==> src/rtl/cache_fill_responder.sv <==
// Block-fill responder between a cache and pipelined main memory: issues one read per word,
// streams returns into the data array, writes the tag on the last word. Option: CACHE_FILL_CRITICAL_WORD_FIRST_EN.
module cache_fill_responder #(
    parameter int WORDS_PER_BLOCK = 8,
    parameter int MEM_LATENCY     = 4
) (
    input  logic                               clk,
    input  logic                               rst_n,
    input  logic                               miss_detected,
    input  logic [15:0]                        miss_address,
    input  logic [15:0]                        memory_data,
    input  logic                               memory_data_valid,
    output logic                               fsm_busy,
    output logic                               memory_req,
    output logic [15:0]                        memory_address,
    output logic                               write_data_array,
    output logic [$clog2(WORDS_PER_BLOCK)-1:0] cache_word_offset,
    output logic [15:0]                        fill_data,
    output logic                               write_tag_array
);
    // state | meaning
    // IDLE  | waiting for a miss; stray memory returns are ignored
    // FILL  | issuing word reads and accepting returns until the last word lands

    localparam int OFF_W = $clog2(WORDS_PER_BLOCK);
    localparam int CNT_W = OFF_W + 1;
    localparam int BLK_W = 16 - OFF_W - 1;

    generate
        if ((WORDS_PER_BLOCK < 2) || ((WORDS_PER_BLOCK & (WORDS_PER_BLOCK - 1)) != 0))
            $error("WORDS_PER_BLOCK must be a power of two >= 2");
        if (MEM_LATENCY < 1)
            $error("MEM_LATENCY must be at least 1");
    endgenerate

    typedef enum logic {IDLE, FILL} state_t;

    state_t             state;
    logic [BLK_W-1:0]   blk;
    logic [CNT_W-1:0]   issue_cnt;
    logic [CNT_W-1:0]   ret_cnt;
    logic [15:0]        last_addr;
    logic [OFF_W-1:0]   issue_off;
    logic [OFF_W-1:0]   ret_off;
    logic [15:0]        req_addr;
    logic               issuing;
    logic               last_ret;
    logic               unused_addr_bits;

`ifdef CACHE_FILL_CRITICAL_WORD_FIRST_EN
    logic [OFF_W-1:0]   start;

    // Offset arithmetic wraps naturally at OFF_W bits, giving the mod-block order.
    assign issue_off        = start + issue_cnt[OFF_W-1:0];
    assign ret_off          = start + ret_cnt[OFF_W-1:0];
    assign unused_addr_bits = miss_address[0];
`else
    assign issue_off        = issue_cnt[OFF_W-1:0];
    assign ret_off          = ret_cnt[OFF_W-1:0];
    assign unused_addr_bits = ^miss_address[OFF_W:0];
`endif

    assign issuing  = (state == FILL) && (issue_cnt < CNT_W'(WORDS_PER_BLOCK));
    assign last_ret = (ret_cnt == CNT_W'(WORDS_PER_BLOCK - 1));
    assign req_addr = {blk, issue_off, 1'b0};

    assign fsm_busy          = (state == FILL) || miss_detected;
    assign memory_req        = issuing;
    assign memory_address    = issuing ? req_addr : last_addr;
    assign cache_word_offset = (state == FILL) ? ret_off : '0;
    assign write_data_array  = (state == FILL) && memory_data_valid;
    assign write_tag_array   = write_data_array && last_ret;
    assign fill_data         = memory_data;

    always_ff @(posedge clk or negedge rst_n) begin
        if (!rst_n) begin
            state     <= IDLE;
            blk       <= '0;
            issue_cnt <= '0;
            ret_cnt   <= '0;
            last_addr <= '0;
`ifdef CACHE_FILL_CRITICAL_WORD_FIRST_EN
            start     <= '0;
`endif
        end else begin
            case (state)
                IDLE: begin
                    if (miss_detected) begin
                        blk       <= miss_address[15:OFF_W+1];
`ifdef CACHE_FILL_CRITICAL_WORD_FIRST_EN
                        start     <= miss_address[OFF_W:1];
`endif
                        issue_cnt <= '0;
                        ret_cnt   <= '0;
                        state     <= FILL;
                    end
                end
                FILL: begin
                    if (issuing) begin
                        issue_cnt <= issue_cnt + 1'b1;
                        last_addr <= req_addr;
                    end
                    // Completion is count-based so return gaps never matter.
                    if (memory_data_valid) begin
                        ret_cnt <= ret_cnt + 1'b1;
                        if (last_ret)
                            state <= IDLE;
                    end
                end
                default: state <= IDLE;
            endcase
        end
    end

endmodule

==> config.mk <==
export PLATFORM = sky130hd
export DESIGN_NAME = cache_fill_responder
export DESIGN_NICKNAME = d
export VERILOG_FILES = /design/src/rtl/cache_fill_responder.sv
export SDC_FILE = /design/constraint.sdc
export NUM_CORES = 1
export LEC_CHECK = 0
export BUFFER_PORTS_ARGS = -buffer_cell sky130_fd_sc_hd__clkbuf_2
export CAP_MARGIN = 30
export CELL_PAD_IN_SITES_DETAIL_PLACEMENT = 2
export CELL_PAD_IN_SITES_GLOBAL_PLACEMENT = 2
export CORE_MARGIN = 2
export CORE_UTILIZATION = 33
export CTS_BUF_LIST = sky130_fd_sc_hd__clkbuf_2 sky130_fd_sc_hd__clkbuf_4 sky130_fd_sc_hd__clkbuf_8
export DETAILED_ROUTE_END_ITERATION = 12
export PLACE_DENSITY_LB_ADDON = 0.1
export SLEW_MARGIN = 10
export SYNTH_ARGS = -nofsm -noshare
export SYNTH_HDL_FRONTEND = slang
export SYNTH_SLANG_ARGS = --single-unit
export TNS_END_PERCENT = 10
==> constraint.sdc <==
create_clock -name clk -period 3.3 [get_ports clk]
set_clock_uncertainty 0.1 [all_clocks]
set_input_delay 0.33 -clock clk [delete_from_list [all_inputs] [get_ports clk]]
set_output_delay 0.33 -clock clk [all_outputs]
set_load 0.05 [all_outputs]
### After elaboration in Yosys (flattened, before gate mapping)

Cells that the tools add are included.

* ROM bits: 0
* input port bits: 36
* register bits: 37
* bits in latches: 0
* memories: 0
* word-level logic and storage cells: 31
* output and inout port bits: 39
* RAM bits: 0

* equal/unequal tests: 4
* order comparisons: 1
* mux-type cells: 11
* bitwise operators: 1
* shift-type cells: 0
* reductions and logical operators: 7
* div/mod/pow operators: 0
* $mul: 0
* add/subtract/negate cells: 2

Operator list (count)
* $mux W16: 1
* $pmux W4 S2: 2
* $mux W4: 3
* $add A4 B1 Y4 const B: 2
* $ne A2 B2 Y1 const B: 3
* $reduce_and A2 Y1: 3
* $eq A4 B3 Y1 const B: 1
* $lt A4 B4 Y1 const B: 1
* $logic_and A1 B1 Y1: 3
* $mux W1: 3
* $mux W3: 1
* $pmux W1 S2: 1
* $logic_or A1 B1 Y1: 1
* $not A1 Y1: 1

### Longest topological paths before layout

* word-level depth: 4
* depth in mapped cells: 5
* mapped depth without buffers: 4

### Worst setup path before layout

No wires, ideal clock.

* kind: reg-to-output
* from: reg ret_cnt[1]
* to: out write_tag_array
* data required time: 2.870 ns
* path slack: 1.061 ns
* cell stages (with the launch flop): 4
* data arrival time: 1.809 ns
* path buffers: 0
* path through: dfrtp_1 -> ha_1 -> nand3_1 -> nor3b_1

* word-level cells in the longest chain between the ends: 2

RTL lines
* from (decl): RTL line 41 `logic [CNT_W-1:0] ret_cnt;`
* from (signal assigned): RTL line 105 `ret_cnt <= ret_cnt + 1'b1;`
* $eq A4 B3 Y1: RTL line 64 `assign last_ret = (ret_cnt == CNT_W'(WORDS_PER_BLOCK - 1));`
* $logic_and A1 B1 Y1: RTL line 72 `assign write_tag_array = write_data_array && last_ret;`
* to (decl): RTL line 19 `output logic write_tag_array`

Every way passes these cells.

### Worst setup path after layout

* from: reg state
* to: out memory_address[10]

* word-level cells in the longest chain between the ends: 2

RTL lines
* from (decl): RTL line 38 `state_t state;`
* from (signal assigned): RTL line 77 `state <= IDLE;`
* from (signal assigned): RTL line 95 `state <= FILL;`
* from (signal assigned): RTL line 107 `state <= IDLE;`
* $logic_and A1 B1 Y1: RTL line 63 `assign issuing = (state == FILL) && (issue_cnt < CNT_W'(WORDS_PER_BLOCK));`
* $mux W16
* to (decl): RTL line 15 `output logic [15:0] memory_address,`

Every way passes these cells.

==> key figures <==
Logic synthesis
  • Post-synth EDFFs: 0
  • Yosys reg bits: 37
  • Simple-gate share of the synthesized area: 0.135
  • Syn Area/Cell: 11.9 um^2
  • Top FF cell, synth: dfrtp_1
  • XOR/XNOR Fraction of Synth Area: 0.00453
  • Synth Area in Adders: 0.0129
  • Yosys warning count: 0
  • Post-Syn Instances: 163
  • Ys async rst share: 1.00
  • Largest family of logic cells by synthesized area: multiplexers
  • Synth Area in Compound Gates: 0.0129
  • Syn Nets: 201
  • Cell Area, Synth: 0.00193 mm^2
  • Register area share after synthesis: 0.479
  • Mux cell area share after synthesis: 0.245
  • Netlist cell types: 25

Floorplan
  • Height of the chip: 80.6 um
  • Core Box Area: 0.00557 mm^2
  • Std-Cell Rows: 27
  • Die area: 0.00649 mm^2
  • Starting Density: 0.347
  • I/O pin count: 75
  • Die W: 80.6 um

Setup path
  • Worst setup path startpoint: state$_DFF_PN0_
  • Reg-to-reg slack, setup: 1.40 ns
  • Worst-case reg-to-reg path depth: 3
  • CP max FO: 24
  • Startpoint types: register
  • Slowest stage delay, CP: 0.57 ns
  • Critical path type: reg2out
  • Arr. time, crit path: 2.17 ns
  • CP cell instances: nor2b_4, buf_12, mux2_4, clkbuf_2
  • Crit path max-delay cell type: dfrtp_1
  • Reg-to-reg endpoint: last_addr[5]$_DFFE_PN0P_
  • End point of the critical path: memory_address[10]
  • Launching point of the worst reg2reg path: state$_DFF_PN0_
  • CP endpoint kind: output pin
  • WP data required: 2.87 ns

STA
  • Hold Vio Cnt, Final: 0
  • Period minus WS final: 2.60 ns
  • Setup violators final: 0
  • Max-slew headroom: 0.505
  • Slew Viols, Final: 0
  • RSZ-0062 raised after global routing: no
  • Worst-Margin Slew: 0.740 ns
  • Post-route setup TNS: 0 ns
  • Fmax achieved: 0.385 GHz
  • Tcrit/Tclk final: 0.788

Final layout
  • Commonest non-fill, non-tap cell in the layout: nand2_1
  • Design area: 0.00219 mm^2
  • Area of the multi-input gates: 800 um^2
  • Area grow syn2layout: 13.5%
  • Final std cells w/o fill: 261
  • Layout cell share with drive strength beyond 1: 0.434
  • Final core occ: 0.394
  • Sequential cell area: 926 um^2
  • Antenna diodes: 0
  • Fillcell total: 608
  • Most frequent cells in the layout: 39 x nand2_1, 38 x clkbuf_2, 37 x dfrtp_1
  • Nets: 226

CTS
  • Clock Latency Late Sink: 0.29 ns
  • CTS tree: yes
  • Post-CTS Hold Buffers: 0
  • Post-cts sizing count: 0
  • CTS Buf Count: 5
  • Clk sinks: 37
  • Clock H-tree levels: 2
  • Clk buf depth: 2
  • Setup Buffers After CTS: 0
  • Worst-path clk slew: 0.08 ns
  • Root Buffer: clkbuf_8

Detailed routing
  • Pre-antenna DRT Iters: 4
  • Residual DRC count: 0
  • Final ANT Viol Nets: 0
  • DR iter-0 viols: 61
  • Via count: 1,220
  • Average wire per standard cell: 15.4 um
  • Routed wire length: 4020 um
  • Via-per-instance ratio: 4.67

Global route
  • Vias in the first global route: 1,355
  • First-pass GRT wire length: 6760 um
  • Gr usage total: 0.139
  • Initial antenna violation count: 0
  • GR Overflow Total: 0
  • Largest net degree at the start of global routing: 38

Placement
  • Placed cells: 251
  • I/O Buffers: 38
  • Routability Congestion: 0.749
  • Dpl hpwl: 2820 um
  • Dpl cell area: 0.00204 mm^2

Hold path
  • Hold Path Class: in2reg

Job
  • Max Cap Violations: 0

Status
  • Status: complete, no violations

Pwr
  • Pleak: 0.00114 uW
  • PwrDens: 1270 mW/mm^2
  • Maximum VDD drop: 0.000527 V
final cells by class:
cell class	count	area share
Clock buffer	7	0.0410
Sequential cell	37	0.422
Tap cell	72	0.0410
Multi-Input combinational cell	100	0.364
Clock inverter	1	0.0137
Timing Repair Buffer	41	0.113
Inverter	3	0.00513
kinds of logic after synthesis:
kind of cell	after synthesis
compound gates	4
xor+xnor	1
fa+ha+maj	2
mux	34
flops	37
simple gates	59
buf+inv	26
per-layer routing:
layer  GRT usage  vias to the layer above  wire (um)
li1            -                      565          -
met1       0.165                      614       1640
met2       0.233                       35       2090
met5           0                        -          0
met4      0.0424                        0         33
met3      0.0517                        6        249
report_power, final:
| group | total, uW | internal [uW] | leakage (uW) | switching, uW |
|---|---|---|---|---|
| registers | 830 | 663 | 0.000455 | 167 |
| clock network | 414 | 255 | 0.0000619 | 160 |
| logic | 1530 | 606 | 0.000620 | 928 |
Yosys cell counts, types with 2 or more instances:
cell type  number  share of area
ha_1            2          0.013
nand2_1        39          0.076
mux2_2          7          0.041
inv_1           3         0.0058
buf_12          2          0.021
and2_1          3         0.0097
mux2_4         25           0.19
dfrtp_1        37           0.48
nor2_1          5         0.0097
nor2b_2         2         0.0091
buf_6           2          0.012
buf_4          18          0.070
mux2i_1         2          0.010
nand3_1         4          0.010
nor2b_1         2         0.0065
how the worst min path moves through the flow:
| stage | startpoint | end | slack [ns] | cells past startpoint |
|---|---|---|---|---|
| 4_1_cts | rst_n | last_addr[12]$_DFFE_PN0P_ | 0.10 | 1 |
| 2_1_floorplan | rst_n | blk[0]$_DFFE_PN0P_ | -0.07 | 0 |
| 5_1_grt | miss_address[9] | blk[5]$_DFFE_PN0P_ | 0.12 | 3 |
| 6_report | miss_address[14] | blk[10]$_DFFE_PN0P_ | 0.13 | 3 |
| 3_3_place_gp | ret_cnt[3]$_DFFE_PN0P_ | ret_cnt[3]$_DFFE_PN0P_ | 0.36 | 1 |
| 3_5_place_dp | last_addr[0]$_DFFE_PN0P_ | last_addr[0]$_DFFE_PN0P_ | 0.38 | 1 |
state kept, by name (all words and copies together) (netlist names):
name       cells
last_addr     16
blk           12
ret_cnt        4
state          1
issue_cnt      4
metrics by stage:
stage | hold WS, ns | setup WS, ns | power [uW]
after global routing | 0.122 | 0.565 | 2970
final | 0.127 | 0.700 | 2780
after floorplan | -0.0656 | 1.06 | 2200
after detailed placement | 0.381 | 1.01 | 2400
after CTS | 0.101 | 0.651 | 2820
after global placement | 0.365 | 1.05 | 2330
worst max-delay path: cells and delay by family, from the launching register on:
| kind | cells | cell delay (ns) |
|---|---|---|
| DFF | 1 | 0.57 |
| buffers and inverters | 2 | 0.50 |
| and+or+nand+nor | 1 | 0.47 |
| muxes | 1 | 0.32 |
Power figures use the tool's default switching activity.
